===== src/rtl/vec_mag_sqrt_iter_if.sv =====
// Handshake bundle for vec_mag_sqrt_iter.
// master issues start/x/y; slave returns ready/busy/done/mag.
interface vec_mag_sqrt_iter_if #(
  parameter int W = 8
);
  logic         start;
  logic [W-1:0] x;
  logic [W-1:0] y;
  logic         ready;
  logic         busy;
  logic         done;
  logic [W:0]   mag;

  modport master (
    output start, x, y,
    input  ready, busy, done, mag
  );

  modport slave (
    input  start, x, y,
    output ready, busy, done, mag
  );
endinterface


===== src/rtl/vec_mag_sqrt_iter.sv =====
// Multi-cycle floor(sqrt(x*x+y*y)), one root bit per clock.
// Define VMAG_ROUND_EN for round-to-nearest output.
module vec_mag_sqrt_iter #(
  parameter int W      = 8,
  parameter bit SIGNED = 1'b0
) (
  input  logic clk,
  input  logic rst,
  vec_mag_sqrt_iter_if.slave bus
);
  localparam int SW = 2*W + 1;
  localparam int RW = 2*W + 2;
  localparam int MW = W + 1;
  localparam int CW = $clog2(W + 2);

  typedef enum logic [1:0] {
    IDLE,
    SUM,
    ITER,
    DONE
  } state_t;

  state_t state_q, state_d;

  logic [W-1:0]  x_q, y_q, ax, ay;
  logic [SW-1:0] s_q;
  logic [RW-1:0] rem_q, rem_sh, trial, rem_d;
  logic [MW-1:0] root_q, root_d, mag_q, mag_d;
  logic [CW-1:0] cnt_q;
  logic [1:0]    pair;
  logic          last;
  logic          ready, busy, done;

  // operand magnitude before latching
  always_comb begin
    ax = bus.x;
    ay = bus.y;
    if (SIGNED) begin
      if (bus.x[W-1]) ax = ~bus.x + W'(1);
      if (bus.y[W-1]) ay = ~bus.y + W'(1);
    end
  end

  // one restoring step, MSB pair of S first
  always_comb begin
    pair   = 2'(RW'(s_q) >> (2*(W - int'(cnt_q))));
    rem_sh = (rem_q << 2) | RW'(pair);
    trial  = RW'({root_q, 2'b01});
    if (rem_sh >= trial) begin
      rem_d  = rem_sh - trial;
      root_d = (root_q << 1) | MW'(1);
    end else begin
      rem_d  = rem_sh;
      root_d = root_q << 1;
    end
    last = (cnt_q == CW'(W));
`ifdef VMAG_ROUND_EN
    mag_d = (rem_d > RW'(root_d)) ? root_d + MW'(1) : root_d;
`else
    mag_d = root_d;
`endif
  end

  // state register
  always_ff @(posedge clk or posedge rst) begin
    if (rst) state_q <= IDLE;
    else     state_q <= state_d;
  end

  // next state and handshake outputs
  always_comb begin
    state_d = state_q;
    ready   = 1'b0;
    busy    = 1'b0;
    done    = 1'b0;
    case (state_q)
      IDLE: begin
        ready = 1'b1;
        if (bus.start) state_d = SUM;
      end
      SUM: begin
        busy    = 1'b1;
        state_d = ITER;
      end
      ITER: begin
        busy = 1'b1;
        if (last) state_d = DONE;
      end
      DONE: begin
        done    = 1'b1;
        state_d = IDLE;
      end
      default: state_d = IDLE;
    endcase
  end

  // datapath: latch, square-sum, iterate, publish
  always_ff @(posedge clk or posedge rst) begin
    if (rst) begin
      x_q    <= '0;
      y_q    <= '0;
      s_q    <= '0;
      rem_q  <= '0;
      root_q <= '0;
      cnt_q  <= '0;
      mag_q  <= '0;
    end else begin
      case (state_q)
        IDLE: begin
          if (bus.start) begin
            x_q <= ax;
            y_q <= ay;
          end
        end
        SUM: begin
          s_q    <= SW'(x_q) * SW'(x_q) + SW'(y_q) * SW'(y_q);
          rem_q  <= '0;
          root_q <= '0;
          cnt_q  <= '0;
        end
        ITER: begin
          rem_q  <= rem_d;
          root_q <= root_d;
          cnt_q  <= cnt_q + CW'(1);
          if (last) mag_q <= mag_d;
        end
        default: ;
      endcase
    end
  end

  assign bus.ready = ready;
  assign bus.busy  = busy;
  assign bus.done  = done;
  assign bus.mag   = mag_q;
endmodule

===== src/flat_wrapper.sv =====
// flat-port wrapper written by rule: the top's interface ports become plain ports
module vec_mag_sqrt_iter_flat 
#(
  parameter int W      = 8,
  parameter bit SIGNED = 1'b0
)
  (clk, rst, bus_start, bus_x, bus_y, bus_ready, bus_busy, bus_done, bus_mag);
  vec_mag_sqrt_iter_if #(.W(W)) bus_i ();
  input  logic clk;
  input  logic rst;
  input wire logic [$bits(bus_i.start)-1:0] bus_start;
  input wire logic [$bits(bus_i.x)-1:0] bus_x;
  input wire logic [$bits(bus_i.y)-1:0] bus_y;
  output wire logic [$bits(bus_i.ready)-1:0] bus_ready;
  output wire logic [$bits(bus_i.busy)-1:0] bus_busy;
  output wire logic [$bits(bus_i.done)-1:0] bus_done;
  output wire logic [$bits(bus_i.mag)-1:0] bus_mag;
  assign bus_i.start = bus_start;
  assign bus_i.x = bus_x;
  assign bus_i.y = bus_y;
  assign bus_ready = bus_i.ready;
  assign bus_busy = bus_i.busy;
  assign bus_done = bus_i.done;
  assign bus_mag = bus_i.mag;
  vec_mag_sqrt_iter #(.W(W), .SIGNED(SIGNED)) u_core (.clk(clk), .rst(rst), .bus(bus_i));
endmodule

===== config.mk =====
export PLATFORM = sky130hd
export DESIGN_NAME = vec_mag_sqrt_iter_flat
export DESIGN_NICKNAME = d
export VERILOG_FILES = /design/src/rtl/vec_mag_sqrt_iter_if.sv /design/src/rtl/vec_mag_sqrt_iter.sv /design/src/flat_wrapper.sv
export SDC_FILE = /design/constraint.sdc
export NUM_CORES = 1
export LEC_CHECK = 0
export CORE_MARGIN = 3
export CORE_UTILIZATION = 45
export DETAILED_ROUTE_END_ITERATION = 10
export DONT_BUFFER_PORTS = 1
export RECOVER_POWER = 50
export SETUP_SLACK_MARGIN = 0.2
export SLEW_MARGIN = 25
export SYNTH_ARGS = -nofsm -noshare
export SYNTH_HDL_FRONTEND = slang
export SYNTH_SLANG_ARGS = --single-unit

===== constraint.sdc =====
create_clock -name clk -period 8.4 [get_ports clk]
set_clock_uncertainty 0.15 [all_clocks]
set_input_delay 1.26 -clock clk [delete_from_list [all_inputs] [get_ports clk]]
set_output_delay 1.26 -clock clk [all_outputs]
set_load 0.01 [all_outputs]

==> results.md, run 1 <==
- Outcome: finished with violations
- Failing checks: capacitance limit, slew limit
- Die area: 17700 um^2
- Area contributors post-synth: dfrtp_1 25%, fa_1 21%, ha_1 13%
- Setup violations, final: 0
- DRC viols: 0
- Pre-Repair DR Iteration Count: 5
- EDFF count, synth: 0
- Remaining Overflow, GRT: 0
- CP peak stage delay: 0.56 ns
- Largest fanout on the critical path: 10
- Antenna cells: 0
- Crit path DAT: 6.36 ns
- H-tree depth: 3
- Synthesis-to-layout area growth: 5.95%
- Slew margin rel.: -81.3%
- Top delay family on crit path: adder cells
- # clock sinks: 73
- Post-synth ARST share: 100%
- Clk_lat worst skew: 0.35 ns
- DR vias/cell: 5.32
- Die width: 133 um
- Clock-pin slew on the worst setup and hold paths: 0.07 ns
- Most frequent cell on the critical path: fa_1
- Layout Nets: 870
- Crit end category: register
- Drt total wl: 14.7 mm
- Ys flop type: dfrtp_1
- RSZ-0062 raised after global routing: false
- Yosys reg bits: 73
- Count of cells resized by post-cts repair: 0
- Worst path required time: 8.47 ns
- Clock root cell: clkbuf_16
- Post-synth top area cell: dfrtp_1
- Distinct cells, synth: 68
- ANT nets after route: 0
- Critical Path Start Type: register
- Cell Area, Synth: 7250 um^2
- Syn Inst Count: 715
- DR iter-0 viols: 297
- Yosys warning count: 0
- Total track usage: 17.9%
- Vias in the first global route: 5118
- Hold Violations, Final: 0
- Die Ht: 133 um
- Slowest-stage cell, CP: fa_1
- GPL Wtd Cong: 0.885
- Total of max-cap violations: 1
- Syn_nets: 883
- Avg WL per Cell: 16.0 um
- Num rows: 45
- Sequential fraction of the synthesis area: 25.2%
- Met1 WL: 7.10 mm
- Fin crit period: 6.29 ns
- Final Cycle Share: 74.8%
- Maximum clock insertion buffer count: 2
- Largest net degree at the start of global routing: 48
- Total core area: 15500 um^2
- Slew Viols, Final: 48
- Final HPWL from detailed placement: 11.5 mm
- Crit path kind: register to register
- Met2 routed WL: 6.87 mm
- Worst Max-Slew Pin Slew: 2.72 ns
- IO Port Bufs: 0
- Fmax: 159 MHz
- Worst Hold Class: register to register
- Worst Path Buf+Inv: 3
- I/O Pins: 31
- Hold_buf cts: 0
- Cts bufs inserted: 9
- Crit-path cells: nand2_1 -> fa_1 -> fa_1 -> inv_1 -> fa_1 -> fa_1 -> fa_1 -> inv_1 -> fa_1 -> inv_1 -> ha_1 -> o21a_1 -> o2111a_1 -> a221o_1 -> o41ai_2 -> o21ai_1 -> xnor2_1 -> mux2_2
- Filler cell count: 1420
- Vias: 4884
- Share of the synthesized area in the top cell type: 25.2%
- Fraction of layout cells with a size suffix above 1: 9.19%
- Setup TNS: 0 ns
- First-pass GRT wire length: 25.4 mm
- Met3 WL: 566 um
- Top sig layer: met4
- TritonCTS clock tree: built
- Initial antenna violation count: 0
- Synthesized area per cell: 10.1 um^2
- Setup Buffers After CTS: 0
- Initial Util: 46.9%
==> metrics by stage <==
step / setup slack (ns) / util [%] / cells / hold WS (ns) / instance area, um^2
2_1_floorplan: 2.42 / - / 715 / 0.325 / 7250
3_3_place_gp: 2.26 / 47.8 / 902 / 0.331 / 7410
3_5_place_dp: 2.13 / 47.8 / 902 / 0.343 / 7410
4_1_cts: 2.11 / 49.7 / 918 / 0.355 / 7690
5_1_grt: 1.87 / 49.6 / 918 / 0.368 / 7690
6_report: 2.11 / 49.6 / 918 / 0.352 / 7690
==> area by class of cell <==
cell class              instances  area (um^2)  share of cell area [%]
inverters                     123          463                    6.02
flip-flops and latches         73         1830                    23.8
repair buffers                  2         7.51                  0.0977
clock inverters                 7         61.3                   0.798
well taps                     211          264                    3.43
multi-input cells             493         4840                    62.9
clock buffers                   9          225                    2.93
==> placed cells by master, fill, tap and decap left out, types with 18 or more instances in the layout <==
master   instances
nand2_1         52
xnor2_1         20
nand3_1         19
dfrtp_1         73
fa_1            76
nor2_1          18
ha_1            73
o21ai_0         28
mux2_2          32
inv_1          122
and2_1          36
==> registers in the layout (all words and copies together), names as in the netlist <==
register        cells
u_core.root_q       9
u_core.s_q         17
u_core.cnt_q        4
u_core.y_q          8
u_core.bus.mag      9
u_core.x_q          8
u_core.rem_q       16
u_core.state_q      2
==> metal layers <==
| metal | vias up | track usage, % |
|---|---|---|
| met2 | 85 | 28.8 |
| met4 | 0 | 4.56 |
| met5 | - | 0 |
| met1 | 2454 | 25.0 |
| li1 | 2332 | - |
| met3 | 13 | 3.27 |
==> cell families after synthesis <==
family                   share of synthesized area [%]
flip-flops                                        25.2
XOR/XNOR                                          3.26
multiplexers                                      7.18
AND/OR/NAND/NOR                                   12.7
buffers and inverters                             8.12
AO/OA/AOI/OAI                                     10.0
adder cells (fa/ha/maj)                           33.6
==> tightest hold or removal path, stage by stage (launching register included) <==
cell and delay [ns]:
dfrtp_1 0.34, nand3_1 0.07, o21ai_0 0.06
==> path summary, 6_finish.rpt <==
check	startpoint	to	slack (ns)	cells past startpoint
max in group asynchronous	rst	u_core.x_q[2]	4.15	2
min in group asynchronous	rst	u_core.bus.mag[4]	0.87	1
max	u_core.x_q[2]	u_core.s_q[16]	2.11	18
min reg2reg	u_core.root_q[5]	u_core.root_q[6]	0.35	2
max reg2reg	u_core.x_q[2]	u_core.s_q[16]	2.11	18
min	u_core.root_q[5]	u_core.root_q[6]	0.35	2
==> synthesized netlist by cell type, types with 2 or more instances <==
| master | instances |
|---|---|
| a22o_1 | 6 |
| nor3_2 | 2 |
| ha_1 | 73 |
| a31oi_1 | 2 |
| o31ai_1 | 3 |
| a221o_1 | 3 |
| and3_1 | 4 |
| xnor2_1 | 20 |
| a21oi_1 | 14 |
| a21o_1 | 5 |
| inv_1 | 123 |
| o21a_1 | 3 |
| xor2_1 | 7 |
| mux2i_1 | 7 |
| nand2_1 | 52 |
| nor2b_1 | 11 |
| a211oi_1 | 5 |
| o22ai_1 | 3 |
| nand4_1 | 3 |
| nand3_1 | 19 |
| nor3_1 | 6 |
| and2_1 | 36 |
| a311o_1 | 2 |
| nand2b_1 | 2 |
| o21ai_0 | 28 |
| mux2_2 | 32 |
| a2111oi_2 | 2 |
| buf_2 | 3 |
| buf_6 | 3 |
| nor2_1 | 18 |
| mux4_2 | 4 |
| o211ai_1 | 3 |
| dfrtp_1 | 73 |
| clkbuf_1 | 18 |
| o2bb2ai_1 | 3 |
| o21ai_1 | 7 |
| fa_1 | 76 |
| or3_1 | 4 |
Power of run 1 is left out: the tool's default activity adds up to more than one toggle a clock period on the data nets, which glitch-free logic cannot reach.
==> run 2, diff against run 1 <==
clock period = 6.1 ns   (was 8.4 ns; I/O delays follow)
==> results.md, run 2 (synthesis gave the netlist of run 1 again) <==
- I/O Pins: 31
- Antenna cells: 0
- Largest regs: u_core.s_q (17), u_core.rem_q (16)
- Vias in the first global route: 5353
- DRC viols: 0
- Initial antenna violation count: 0
- Initial Util: 46.9%
- RSZ-0062 raised after global routing: true
- DR vias/cell: 5.25
- Filler cell count: 1389
- Crit end category: register
- Layout Nets: 899
- Fraction of layout cells with a size suffix above 1: 17.3%
- Largest fanout on the critical path: 5
- Dpl ws: 0.0573 ns
- Fmax: 169 MHz
- DR iter-0 viols: 317
- Slew Viols, Final: 74
- Slew margin rel.: -177%
- Die area: 17700 um^2
- Failing checks: capacitance limit, slew limit
- Vias: 4971
- Total of max-cap violations: 1
- Final Cycle Share: 97.0%
- Setup TNS: 0 ns
- First-pass GRT wire length: 26.6 mm
- Crit path kind: register to register
- Largest net degree at the start of global routing: 74
- Pre-Repair DR Iteration Count: 4
- Total track usage: 18.8%
- Cts bufs inserted: 9
- Die Ht: 133 um
- Worst Hold Class: register to register
- Top reg by flops: u_core.s_q
- Setup violations, final: 0
- Post-placement cell count: 917
- Max reg flops: 17
- Clock-pin slew on the worst setup and hold paths: 0.07 ns
- GPL Wtd Cong: 0.847
- # clock sinks: 73
- Outcome: finished with violations
- Die width: 133 um
- Crit path DAT: 5.99 ns
- Fin crit period: 5.92 ns
- Setup ws final: 0.183 ns
- Hold Violations, Final: 0
- ANT nets after route: 0
- Drt total wl: 15.7 mm
- IO Port Bufs: 0
- Critical Path Start Type: register
- Total core area: 15500 um^2
- Commonest cells after routing, fill and taps aside: 117 x inv_1, 74 x fa_1, 68 x ha_1
- Commonest non-fill, non-tap cell in the layout: inv_1
- H-tree depth: 3
- Post-Layout Cell Count: 947
- Clk_lat worst skew: 0.35 ns
- Clock root cell: clkbuf_16
- Synthesis-to-layout area growth: 11.6%
- Final HPWL from detailed placement: 11.9 mm
- Num rows: 45
- Remaining Overflow, GRT: 0
- Maximum clock insertion buffer count: 2
- Avg WL per Cell: 16.6 um
- Worst Max-Slew Pin Slew: 4.16 ns
- TritonCTS clock tree: built
- Worst path required time: 6.18 ns
-- run 2: cell count changes in the layout (fill, tap and decap cells not counted), sizes merged --
cell	change
inv	-3
clkinvlp	-2
bufinv	+2
buf	+29
clkinv	+3
-- run 2: critical path: stages (launching register included) --
cell and delay (ns):
dfrtp_1 0.43, nand2_2 0.08, fa_1 0.53, fa_1 0.55, inv_1 0.05, fa_1 0.46
fa_1 0.49, fa_1 0.50, inv_1 0.05, fa_1 0.53, inv_1 0.06, ha_4 0.24
o21a_1 0.20, o2111a_1 0.24, a221o_1 0.37, o41ai_2 0.36, o21ai_1 0.12, xnor2_1 0.13
mux2_2 0.26
-- run 2: cell type report --
class                      count  area (um^2)  share of cell area (%)
timing repair buffer          31          234                    2.89
sequential                    73         1830                    22.7
clock inverter                 7          100                    1.24
multi-input combinational    493         4970                    61.4
inverter                     123          463                    5.72
clock buffer                   9          225                    2.78
tap                          211          264                    3.26
-- run 2: per-stage QoR --
step	hold slack, ns	util (%)	instance area (um^2)
after CTS	0.359	51.4	7950
after floorplan	0.325	-	7300
final	0.355	52.3	8090
after detailed placement	0.346	48.8	7550
after global placement	0.339	48.8	7550
after global routing	0.376	52.3	8090
-- run 2: worst paths after layout --
path / to / cells past startpoint / startpoint / slack [ns]
setup / recovery: u_core.s_q[16] / 18 / u_core.x_q[6] / 0.18
hold / removal: u_core.s_q[10] / 1 / u_core.s_q[10] / 0.36
setup reg to reg: u_core.s_q[16] / 18 / u_core.x_q[6] / 0.18
hold reg to reg: u_core.s_q[10] / 1 / u_core.s_q[10] / 0.36
max in group asynchronous: u_core.x_q[4] / 2 / rst / 1.21
min in group asynchronous: u_core.bus.mag[6] / 2 / rst / 1.94
-- run 2: per-layer routing --
layer  GRT usage, %  part of all wire (%)  up-vias
met3           3.42                   3.2       19
met4           5.48                   1.3        0
met1           27.2                    51     2492
li1               -                     -     2394
met5              0                     0        -
met2           28.8                    45       66
-- run 2: timing repair --
action,CTS,global route
hold buffers,0,0
gates resized for setup,8,24
buffers inserted,8,6
hold endpoints to repair,0,0
setup endpoints to repair,3,4
pin swaps,13,22
Power of run 2 is left out for the same reason.
==> run 3, diff against run 2 <==
CTS_BUF_LIST = sky130_fd_sc_hd__clkbuf_8   (was not set)
CTS_CLUSTER_DIAMETER = 60   (was not set)
==> results.md, run 3 (synthesis gave the netlist of run 1 again) <==
- Outcome: finished with violations
- Failing checks: capacitance limit, slew limit
- Finished Cell Area: 7970 um^2
- Largest net degree at the start of global routing: 74
- RSZ-0062 raised after global routing: true
- CP peak stage delay: 0.55 ns
- Worst Hold Class: register to register
- R2R Setup Slk: 0.15 ns
- Total core area: 15500 um^2
- Crit-path cells: nand2_1 -> fa_1 -> fa_1 -> inv_1 -> fa_1 -> fa_1 -> fa_1 -> inv_1 -> fa_1 -> inv_1 -> ha_4 -> o21a_1 -> o2111a_1 -> a221o_1 -> o41ai_2 -> o21ai_1 -> xnor2_1 -> mux2_2
- Fraction of layout cells with a size suffix above 1: 17.0%
- Setup violations, final: 0
- DR vias/cell: 5.27
- IO Port Bufs: 0
- Pre-Repair DR Iteration Count: 4
- Setup TNS: 0 ns
- Top reg by flops: u_core.s_q
- Cts bufs inserted: 9
- Commonest cells after routing, fill and taps aside: 117 x inv_1, 74 x fa_1, 69 x ha_1
- Slowest-stage cell, CP: fa_1
- Layout Nets: 898
- Hold Violations, Final: 0
- Synthesis-to-layout area growth: 9.87%
- Drt total wl: 15.5 mm
- Worst Max-Slew Pin Slew: 4.12 ns
- Clk_lat worst skew: 0.37 ns
- Maximum clock insertion buffer count: 2
- Num rows: 45
- Reg2reg start: u_core.x_q[5]
- Top delay family on crit path: adder cells
- Total of max-cap violations: 1
- Commonest non-fill, non-tap cell in the layout: inv_1
- Antenna cells: 0
- Die Ht: 133 um
- Max reg flops: 17
- I/O Pins: 31
- Fin crit period: 5.95 ns
- Vias: 4987
- TritonCTS clock tree: built
- Die width: 133 um
- Largest fanout on the critical path: 6
- Die area: 17700 um^2
- Hold_buf cts: 0
- Avg WL per Cell: 16.4 um
- Crit path DAT: 6.05 ns
- Vias in the first global route: 5335
- ANT nets after route: 0
- Worst R2R Path Depth: 18
- Crit path kind: register to register
- Clock-pin slew on the worst setup and hold paths: 0.09 ns
- Remaining Overflow, GRT: 0
- Fmax: 168 MHz
- R2R Path End: u_core.s_q[16]
- Crit end category: register
- Critical Path Start Type: register
- Slew margin rel.: -175%
- H-tree depth: 3
- Clock root cell: clkbuf_8
- Slew Viols, Final: 74
- First-pass GRT wire length: 26.3 mm
- DR iter-0 viols: 297
- Hold Path Stages: 2
- # clock sinks: 73
- DRC viols: 0
- Total track usage: 18.6%
- Most frequent cell on the critical path: fa_1
- Worst Path Buf+Inv: 3
- Final Cycle Share: 97.5%
- Hold Startpoint: u_core.root_q[0]
- Initial antenna violation count: 0
- Placed inst area: 7550 um^2
- Hold EP: u_core.root_q[1]
- Initial Util: 46.9%
- Final HPWL from detailed placement: 11.9 mm
- Largest regs: u_core.s_q (17), u_core.rem_q (16)
- GPL Wtd Cong: 0.847
- Worst path required time: 6.20 ns
-- run 3: cell types whose count changed in the layout (fill, tap and decap cells not counted), sizes merged --
cell  before  now
buf       29   28
-- run 3: worst max path at each step --
stage                  startpoint        endpoint  slack, ns  depth (start not counted)
floorplan           u_core.x_q[2]  u_core.s_q[16]       0.21                         20
global placement    u_core.y_q[3]  u_core.s_q[16]       0.14                         17
detailed placement  u_core.x_q[4]  u_core.s_q[16]       0.06                         18
CTS                 u_core.x_q[5]  u_core.s_q[16]       0.20                         19
global route        u_core.x_q[5]  u_core.s_q[16]      -0.05                         18
finish              u_core.x_q[5]  u_core.s_q[16]       0.15                         18
-- run 3: routing by layer --
| layer | global-route usage [%] | wire length (um) | vias up |
|---|---|---|---|
| met3 | 3.69 | 690 | 19 |
| li1 | - | - | 2392 |
| met5 | 0 | 0 | - |
| met4 | 4.27 | 162 | 0 |
| met2 | 28.8 | 6950 | 79 |
| met1 | 27.0 | 7680 | 2497 |
-- run 3: what timing repair did --
action                     CTS  global route
setup buffers                9             4
setup endpoints to repair    3             4
pin swaps                   12            22
resized for setup            8            23
-- run 3: final cells by class --
class / count / area, um^2
Timing Repair Buffer: 30 / 226
Tap cell: 211 / 264
Sequential cell: 73 / 1840
Inverter: 123 / 463
Multi-Input combinational cell: 493 / 4960
Fill cell: 1398 / 7510
Clock buffer: 9 / 124
Clock inverter: 7 / 100
-- run 3: stage by stage --
| stage | hold WS, ns | util (%) | std cells | setup slack [ns] |
|---|---|---|---|---|
| floorplan | 0.325 | - | 715 | 0.210 |
| global placement | 0.339 | 48.8 | 917 | 0.137 |
| detailed placement | 0.346 | 48.8 | 917 | 0.0573 |
| CTS | 0.364 | 50.8 | 942 | 0.202 |
| global route | 0.382 | 51.5 | 946 | -0.0490 |
| finish | 0.356 | 51.5 | 946 | 0.150 |
-- run 3: tightest hold or removal path, delay by kind of cell (launching register included) --
family | cells | cell delay [ns]
and+or+nand+nor | 1 | 0.07
DFF | 1 | 0.35
AOI/OAI and AO/OA | 1 | 0.07
Power of run 3 is left out for the same reason.
